[config.mk]
export PLATFORM = sky130hd
export DESIGN_NAME = fetch_sequencer
export DESIGN_NICKNAME = d
export VERILOG_FILES = /design/src/rtl/fetch_sequencer.sv
export SDC_FILE = /design/constraint.sdc
export NUM_CORES = 1
export LEC_CHECK = 0
export ABC_AREA = 1
export CAP_MARGIN = 0
export CORE_MARGIN = 8
export CORE_UTILIZATION = 48
export DETAILED_ROUTE_END_ITERATION = 8
export PLACE_DENSITY = 0.77
export SLEW_MARGIN = 25
export SYNTH_ARGS = -nofsm -noshare
export SYNTH_HDL_FRONTEND = slang
export SYNTH_SLANG_ARGS = --single-unit
[constraint.sdc]
create_clock -name Clk -period 3 [get_ports Clk]
set_clock_uncertainty 0.2 [all_clocks]
set_input_delay 0.75 -clock Clk [delete_from_list [all_inputs] [get_ports Clk]]
set_output_delay 0.75 -clock Clk [all_outputs]
set_load 0.02 [all_outputs]
[src/rtl/fetch_sequencer.sv]
// ---------------------------------------------------------------------------
// fetch_sequencer
//
// Program-level controller for the instruction fetch stage. It runs the
// bench Start/Done handshake, selects the start address of the current
// program (0, 1, 2 in series), drives load/hold controls into the PC
// register, detects halt and enforces a watchdog limit on RUN cycles.
// Branch handling stays inside the PC; this block only loads or freezes it.
//
// Optional build macro: FETCH_SEQ_CYCLE_CNT_EN
//   defined   : CycleCnt counts RUN cycles (saturating), frozen in DONE,
//               cleared in ARM.
//   undefined : no counter logic, CycleCnt is constant 0.
//   Watchdog, Done and Timeout behave identically in both builds.
//
// Ports:
//   Clk        in   clock, all state changes on posedge
//   Reset      in   asynchronous active-high reset
//   Start      in   bench request; held high while arming, program runs
//                   after it is released
//   HaltDet    in   decoder flags the fetched instruction as halt
//   PcLoad     out  PC loads PcLoadVal this cycle
//   PcLoadVal  out  [T-1:0] start address of the current program
//   PcHold     out  PC holds its value (overrides increment/branch)
//   Done       out  program finished; level until the next Start
//   Timeout    out  last program was ended by the watchdog
//   ProgIdx    out  [1:0] index of the current/next program
//   CycleCnt   out  [CW-1:0] RUN cycles of the last/current program
//   DbgState   out  [1:0] FSM state (0 IDLE, 1 ARM, 2 RUN, 3 DONE)
//
// Handshake: Start is a level request, not a valid/ready pair. While Start
// is high the sequencer sits in ARM and reloads the PC every cycle; the
// program begins on the cycle Start is seen low. Done is a level that
// stays high until the next Start is accepted. HaltDet is only sampled
// in RUN.
// ---------------------------------------------------------------------------
module fetch_sequencer #(
  parameter int T        = 10,
  parameter int NPROG    = 3,
  parameter int START0   = 0,
  parameter int START1   = 'h100,
  parameter int START2   = 'h200,
  parameter int WDOG_MAX = 4095,
  parameter int CW       = 16
) (
  input  logic          Clk,
  input  logic          Reset,
  input  logic          Start,
  input  logic          HaltDet,
  output logic          PcLoad,
  output logic [T-1:0]  PcLoadVal,
  output logic          PcHold,
  output logic          Done,
  output logic          Timeout,
  output logic [1:0]    ProgIdx,
  output logic [CW-1:0] CycleCnt,
  output logic [1:0]    DbgState
);

  localparam int WD_W = $clog2(WDOG_MAX + 1);

  localparam logic [T-1:0]    START0_V = T'(START0);
  localparam logic [T-1:0]    START1_V = T'(START1);
  localparam logic [T-1:0]    START2_V = T'(START2);
  localparam logic [WD_W-1:0] WD_LAST  = WD_W'(WDOG_MAX - 1);
  localparam logic [WD_W-1:0] WD_SAT   = WD_W'(WDOG_MAX);
  localparam logic [1:0]      IDX_LAST = 2'(NPROG - 1);

  typedef enum logic [1:0] {
    S_IDLE = 2'd0,
    S_ARM  = 2'd1,
    S_RUN  = 2'd2,
    S_DONE = 2'd3
  } state_t;

  state_t          state, state_nxt;

  logic            pc_load,  pc_load_nxt;
  logic            pc_hold,  pc_hold_nxt;
  logic            done,     done_nxt;
  logic            timeout,  timeout_nxt;
  logic [1:0]      prog_idx, prog_idx_nxt;
  logic [WD_W-1:0] wdog,     wdog_nxt;

  logic            wd_expire;

  assign wd_expire = (wdog == WD_LAST);

  // -------------------------------------------------------------------------
  // State and registered outputs
  // -------------------------------------------------------------------------
  always_ff @(posedge Clk or posedge Reset) begin
    if (Reset) begin
      state    <= S_IDLE;
      pc_load  <= 1'b0;
      pc_hold  <= 1'b1;
      done     <= 1'b0;
      timeout  <= 1'b0;
      prog_idx <= 2'd0;
      wdog     <= '0;
    end else begin
      state    <= state_nxt;
      pc_load  <= pc_load_nxt;
      pc_hold  <= pc_hold_nxt;
      done     <= done_nxt;
      timeout  <= timeout_nxt;
      prog_idx <= prog_idx_nxt;
      wdog     <= wdog_nxt;
    end
  end

  // -------------------------------------------------------------------------
  // Next-state logic
  // -------------------------------------------------------------------------
  always_comb begin
    state_nxt = state;
    case (state)
      S_IDLE: if (Start) state_nxt = S_ARM;
      S_ARM:  if (!Start) state_nxt = S_RUN;
      S_RUN: begin
        // Halt beats both restart and watchdog expiry in the same cycle.
        if (HaltDet)        state_nxt = S_DONE;
        else if (Start)     state_nxt = S_ARM;
        else if (wd_expire) state_nxt = S_DONE;
      end
      S_DONE: if (Start) state_nxt = S_ARM;
      default: state_nxt = S_IDLE;
    endcase
  end

  // -------------------------------------------------------------------------
  // Output logic: computes the values the output registers take on the
  // coming edge, so every output lines up with the state it belongs to.
  // -------------------------------------------------------------------------
  always_comb begin
    pc_load_nxt  = (state_nxt == S_ARM);
    pc_hold_nxt  = (state_nxt == S_IDLE) || (state_nxt == S_DONE);
    done_nxt     = done;
    timeout_nxt  = timeout;
    prog_idx_nxt = prog_idx;
    wdog_nxt     = wdog;

    if ((state == S_RUN) && (wdog != WD_SAT)) begin
      wdog_nxt = wdog + 1'b1;
    end

    if ((state == S_RUN) && (state_nxt == S_DONE)) begin
      done_nxt     = 1'b1;
      // Reaching DONE without HaltDet can only be the watchdog.
      timeout_nxt  = !HaltDet;
      prog_idx_nxt = (prog_idx == IDX_LAST) ? 2'd0 : prog_idx + 2'd1;
    end

    if (state_nxt == S_ARM) begin
      done_nxt    = 1'b0;
      timeout_nxt = 1'b0;
      wdog_nxt    = '0;
    end
  end

  // Start address decode; indices >= NPROG never occur.
  always_comb begin
    case (prog_idx)
      2'd0:    PcLoadVal = START0_V;
      2'd1:    PcLoadVal = START1_V;
      default: PcLoadVal = START2_V;
    endcase
  end

`ifdef FETCH_SEQ_CYCLE_CNT_EN
  logic [CW-1:0] cyc_cnt;

  // Cleared whenever ARM is entered (also on restart from RUN), counts
  // every RUN cycle including the one that ends the program, then holds.
  always_ff @(posedge Clk or posedge Reset) begin
    if (Reset) begin
      cyc_cnt <= '0;
    end else if (state_nxt == S_ARM) begin
      cyc_cnt <= '0;
    end else if ((state == S_RUN) && (cyc_cnt != {CW{1'b1}})) begin
      cyc_cnt <= cyc_cnt + 1'b1;
    end
  end

  assign CycleCnt = cyc_cnt;
`else
  assign CycleCnt = '0;
`endif

  assign PcLoad   = pc_load;
  assign PcHold   = pc_hold;
  assign Done     = done;
  assign Timeout  = timeout;
  assign ProgIdx  = prog_idx;
  assign DbgState = state;

endmodule
# Yosys cells after proc, flatten, opt, wreduce, memory -nomap -nowiden
# Index checks and enable logic that the tools add are counted.
# Widths: inputs -> output; s select.
# op_classes
reduce_logical	10
mux	14
eq_ne	9
add_sub_neg	2
# ops
cell	n
$mux 12	2
$pmux 10 s2	1
$add 12x1->12 const B	1
$eq 12x12->1 const B	1
$mux 2	6
$ne 12x12->1 const B	1
$eq 2x2->1 const B	4
$eq 2x1->1 const B	3
$logic_not 2->1	3
$pmux 2 s3	1
$mux 1	4
$reduce_bool 2->1	2
$add 2x1->2 const B	1
$logic_and 1x1->1	2
$reduce_or 2->1	1
$logic_not 1->1	1
$logic_or 1x1->1	1
# totals
reg_bits	20
word_cells	42
input_bits	4

# Depth between registers and ports, before layout
# depth
word_depth	9
ltp_mapped	14

# Least setup slack after synthesis
# Ideal clock, no wire load.
# synth_timing
kind	register to register
startpoint	register state[0] (netlist: DbgState[0])
endpoint	register wdog[0]
arrival_ns	1.953
setup_slack_ns	0.725
setup_ns	0.122
path_stages_with_launch	12
period_less_slack_ns	2.275
n_path_buf	1
path_cell_list	dfrtp_1 inv_1 ha_1 inv_1 nand3_1 o21ai_0 a31oi_1 ha_1 inv_1 buf_1 nand3_1 o21ai_1
# synth_via
elab_chain_len	6
elab_cells_between_ends	15
cone_classes	eq/ne (4); mux (7); reduce/logical (4)
# synth_rtl
item	line_no	text
start: declaration	76	state_t state, state_nxt;
start signal: assignment	102	state <= state_nxt;
$mux 2	124	else if (wd_expire) state_nxt = S_DONE;
$mux 2	123	else if (Start) state_nxt = S_ARM;
$mux 2	122	if (HaltDet) state_nxt = S_DONE;
$pmux 2 s3 *	117	case (state)
net state_nxt[0]	76	
$eq 2x1->1 *	-	
net pc_load_nxt	78	logic pc_load, pc_load_nxt;
$mux 12 / $reduce_bool 2->1 (equally long branches)	-	
end signal: assignment	108	wdog <= wdog_nxt;
end: declaration	83	logic [WD_W-1:0] wdog, wdog_nxt;
# Mark *: on every way through the listed nets, which the timed path passes. The rest lies on a longest branch.
# A chain may end at the register's enable or synchronous reset.

# Final worst setup path
# layout_timing
startpoint	input port Start
endpoint	register wdog[5]
# layout_via
elab_chain_len	5
elab_cells_between_ends	8
cone_classes	eq/ne (1); mux (6); reduce/logical (1)
# layout_rtl
item	line_no	text
start: declaration	48	input logic Start,
$mux 2	123	
$mux 2	122	
$pmux 2 s3 *	117	
$eq 2x1->1 *	-	
net pc_load_nxt	78	
$mux 12 / $reduce_bool 2->1 (equally long branches)	-	
# Marks and branches as above.

==> flow_summary.json <==
{
  "syn-cell-area_um2": 1370,
  "syn_area_per_cell_um2": 7.56,
  "vias": 1110,
  "irDropWorstVdd_mv": 0.782,
  "ant_nets": 0,
  "clk_pin_slew_ns": 0.11,
  "hpwlAfterDp_um": 2030,
  "num_io_pins": 38,
  "crit_family": "buffers and inverters",
  "final_cell_area_um2": 1470,
  "wl_per_cell_um": 11.2,
  "cts_tree": "done",
  "maxCapViolCount": 0,
  "wl_um": 2540,
  "slowest_delay_ns": 0.51,
  "synth_seq_cells": 20,
  "finalSetupTns_ns": 0,
  "path_class": "primary input to register",
  "netlist_top_cells_area": "dfrtp_1, buf_4, nand2_1",
  "synth_cell_types": 27,
  "fin_total_pwr_mw": 1.25,
  "hold_ws_ns": 0.327,
  "final.period_utilization_pct": 82.5,
  "hold_path.startpoint": "Done",
  "relSlewSlack_pct": 51.6,
  "cts_buffers": 3,
  "nNetsFinal": 207,
  "grt_pass1_vias": 1019,
  "p_leak_nw": 0.760,
  "synth_top_area_share_pct": 34.8,
  "worstRegToRegCells": 13,
  "rr_startpoint": "DbgState[0]",
  "grt-ovfl-total": 0,
  "hold_path_depth": 2,
  "slowest_stage": "clkdlybuf4s50_1",
  "clkLatencyLatePin_ns": 0.30,
  "slew_viol_final": 0,
  "cts_sinks": 20,
  "dieArea_um2": 4810,
  "portBuffers": 13,
  "worstReg2RegEnd": "wdog[5]",
  "start_util_pct": 50.0,
  "fin_util_pct": 53.6,
  "powerDensity_nw_per_um2": 855,
  "path_cells": "clkdlybuf4s50_1, inv_1, o21ai_0, o21ai_0, a21oi_1, ha_1, inv_1, nand2_4, inv_2, nand2_1, nand2_1",
  "setup_viol": 0,
  "postCtsResizedCells": 0,
  "layout_min_cycle_time_ns": 2.48,
  "critPathBufInv": 4,
  "root_buffer": "clkbuf_4",
  "worstPathMaxFanout": 11,
  "track_usage_pct": 11.0,
  "grt_antenna_before_repair": 0,
  "arrival_ns": 2.46,
  "fp.dieW_um": 69.4,
  "die_h_um": 69.4,
  "cts-hold-fix-buffers": 0,
  "syn_to_final_growth_pct": 7.14,
  "tightest_slew_ns": 0.725,
  "clockBufferDepth": 2,
  "cp-end-kind": "register",
  "synth_warnings": 0,
  "status": "completed",
  "grt_pass1_wl_um": 4590,
  "drt-vias-per-instance": 4.89,
  "yosysTopAreaCell": "dfrtp_1",
  "critPathRequiredTime_ns": 2.99,
  "rsz0062_at_grt": "no",
  "dr.pass1.iters": 4,
  "grt_max_degree": 21,
  "layout-drive-gt1-share_pct": 7.65,
  "synth-seq-area-share_pct": 36.7,
  "num_rows": 19,
  "drt_iter0_drc": 42,
  "core_um2": 2730,
  "placed_cell_area_um2": 1440,
  "min_path_type": "register to register",
  "regToRegSetupSlack_ns": 0.59,
  "min_to": "Done",
  "critPathLaunchType": "primary input",
  "post-cts-setup-buffers": 0,
  "fmaxAchievable_mhz": 404,
  "synthCells": 181,
  "drc": 0,
  "hold_violations": 0,
  "antennaDiodeCount": 0,
  "fill_cells": 270,
  "htree_levels": 1,
  "gp_congestion": 0.914
}
==> tightest hold or removal path, stage by stage (launching register included) <==
cell     delay (ns)
dfrtp_1        0.37
nor2_1         0.05
nor2_1         0.08
==> per-layer routing <==
metal | global-route usage (%) | part of all wire, % | vias up
met2 | 16.8 | 46 | 37
met3 | 5.01 | 8.6 | 2
li1 | - | - | 558
met1 | 13.7 | 45 | 513
met4 | 2.51 | 0.43 | 0
met5 | 0 | 0 | -
==> per-stage QoR <==
stage | std cells | setup slack, ns
2_1_floorplan | 204 | 0.725
3_3_place_gp | 223 | 0.275
3_5_place_dp | 223 | 0.220
4_1_cts | 227 | 0.538
5_1_grt | 227 | 0.300
6_report | 227 | 0.524
==> where the power goes <==
part	switching (mW)	total (mW)	internal (mW)
Combinational	0.452	0.719	0.267
Clock	0.0755	0.127	0.0518
Sequential	0.0580	0.407	0.349
==> synthesized netlist by cell type, drive strengths merged <==
master,n
inv,21
dfrtp,19
conb,1
dfstp,1
or2,1
nor2,17
nand2,49
a31oi,1
a21oi,3
a211oi,1
nand4,11
nand3,13
buf,26
o21ai,6
ha,6
xor2,1
a21o,2
clkbuf,1
xnor2,1
==> kinds of logic after synthesis <==
family	Yosys count	share of synthesized area, %
buf+inv	48	20.3
fa+ha+maj	6	5.49
xor+xnor	2	1.28
simple gates	91	30.6
flops	20	36.7
compound gates	13	5.40
other cells	1	0.274
==> area by class of cell <==
cell class                      instances  area (µm²)  share of cell area, %
Clock buffer                            4        26.3                   1.79
Inverter                               21        78.8                   5.38
Multi-Input combinational cell        136         674                   46.0
Sequential cell                        20         502                   34.2
Tap cell                               31        38.8                   2.65
Timing Repair Buffer                   15         145                   9.91
==> worst max-delay path by stage <==
stage	startpoint	to	slack, ns	cells after the start
2_1_floorplan	DbgState[0]	wdog[0]	0.72	11
6_report	Start	wdog[5]	0.52	11
3_5_place_dp	Start	wdog[10]	0.22	11
4_1_cts	Start	wdog[5]	0.54	11
5_1_grt	DbgState[0]	wdog[10]	0.30	13
3_3_place_gp	Start	wdog[10]	0.28	11
==> flip-flops by register name (all words and copies together), names as in the netlist <==
name	count
Timeout	1
Done	1
ProgIdx	2
PcHold	1
wdog	12
PcLoad	1
DbgState	2
==> layout by cell type (no fill, tap or decap), drive strengths merged <==
cell type,synthesis,layout
dfstp,1,1
a211oi,1,1
clkdlybuf4s50,0,13
inv,21,21
nor2,17,17
xor2,1,1
nand4,11,11
nand2,49,49
nand3,13,13
buf,26,2
o21ai,6,6
clkbuf,1,4
xnor2,1,1
or2,1,1
a21o,2,2
a31oi,1,1
ha,6,6
dfrtp,19,19
conb,1,24
a21oi,3,3
No activity file was read; power rests on OpenSTA's default activity.
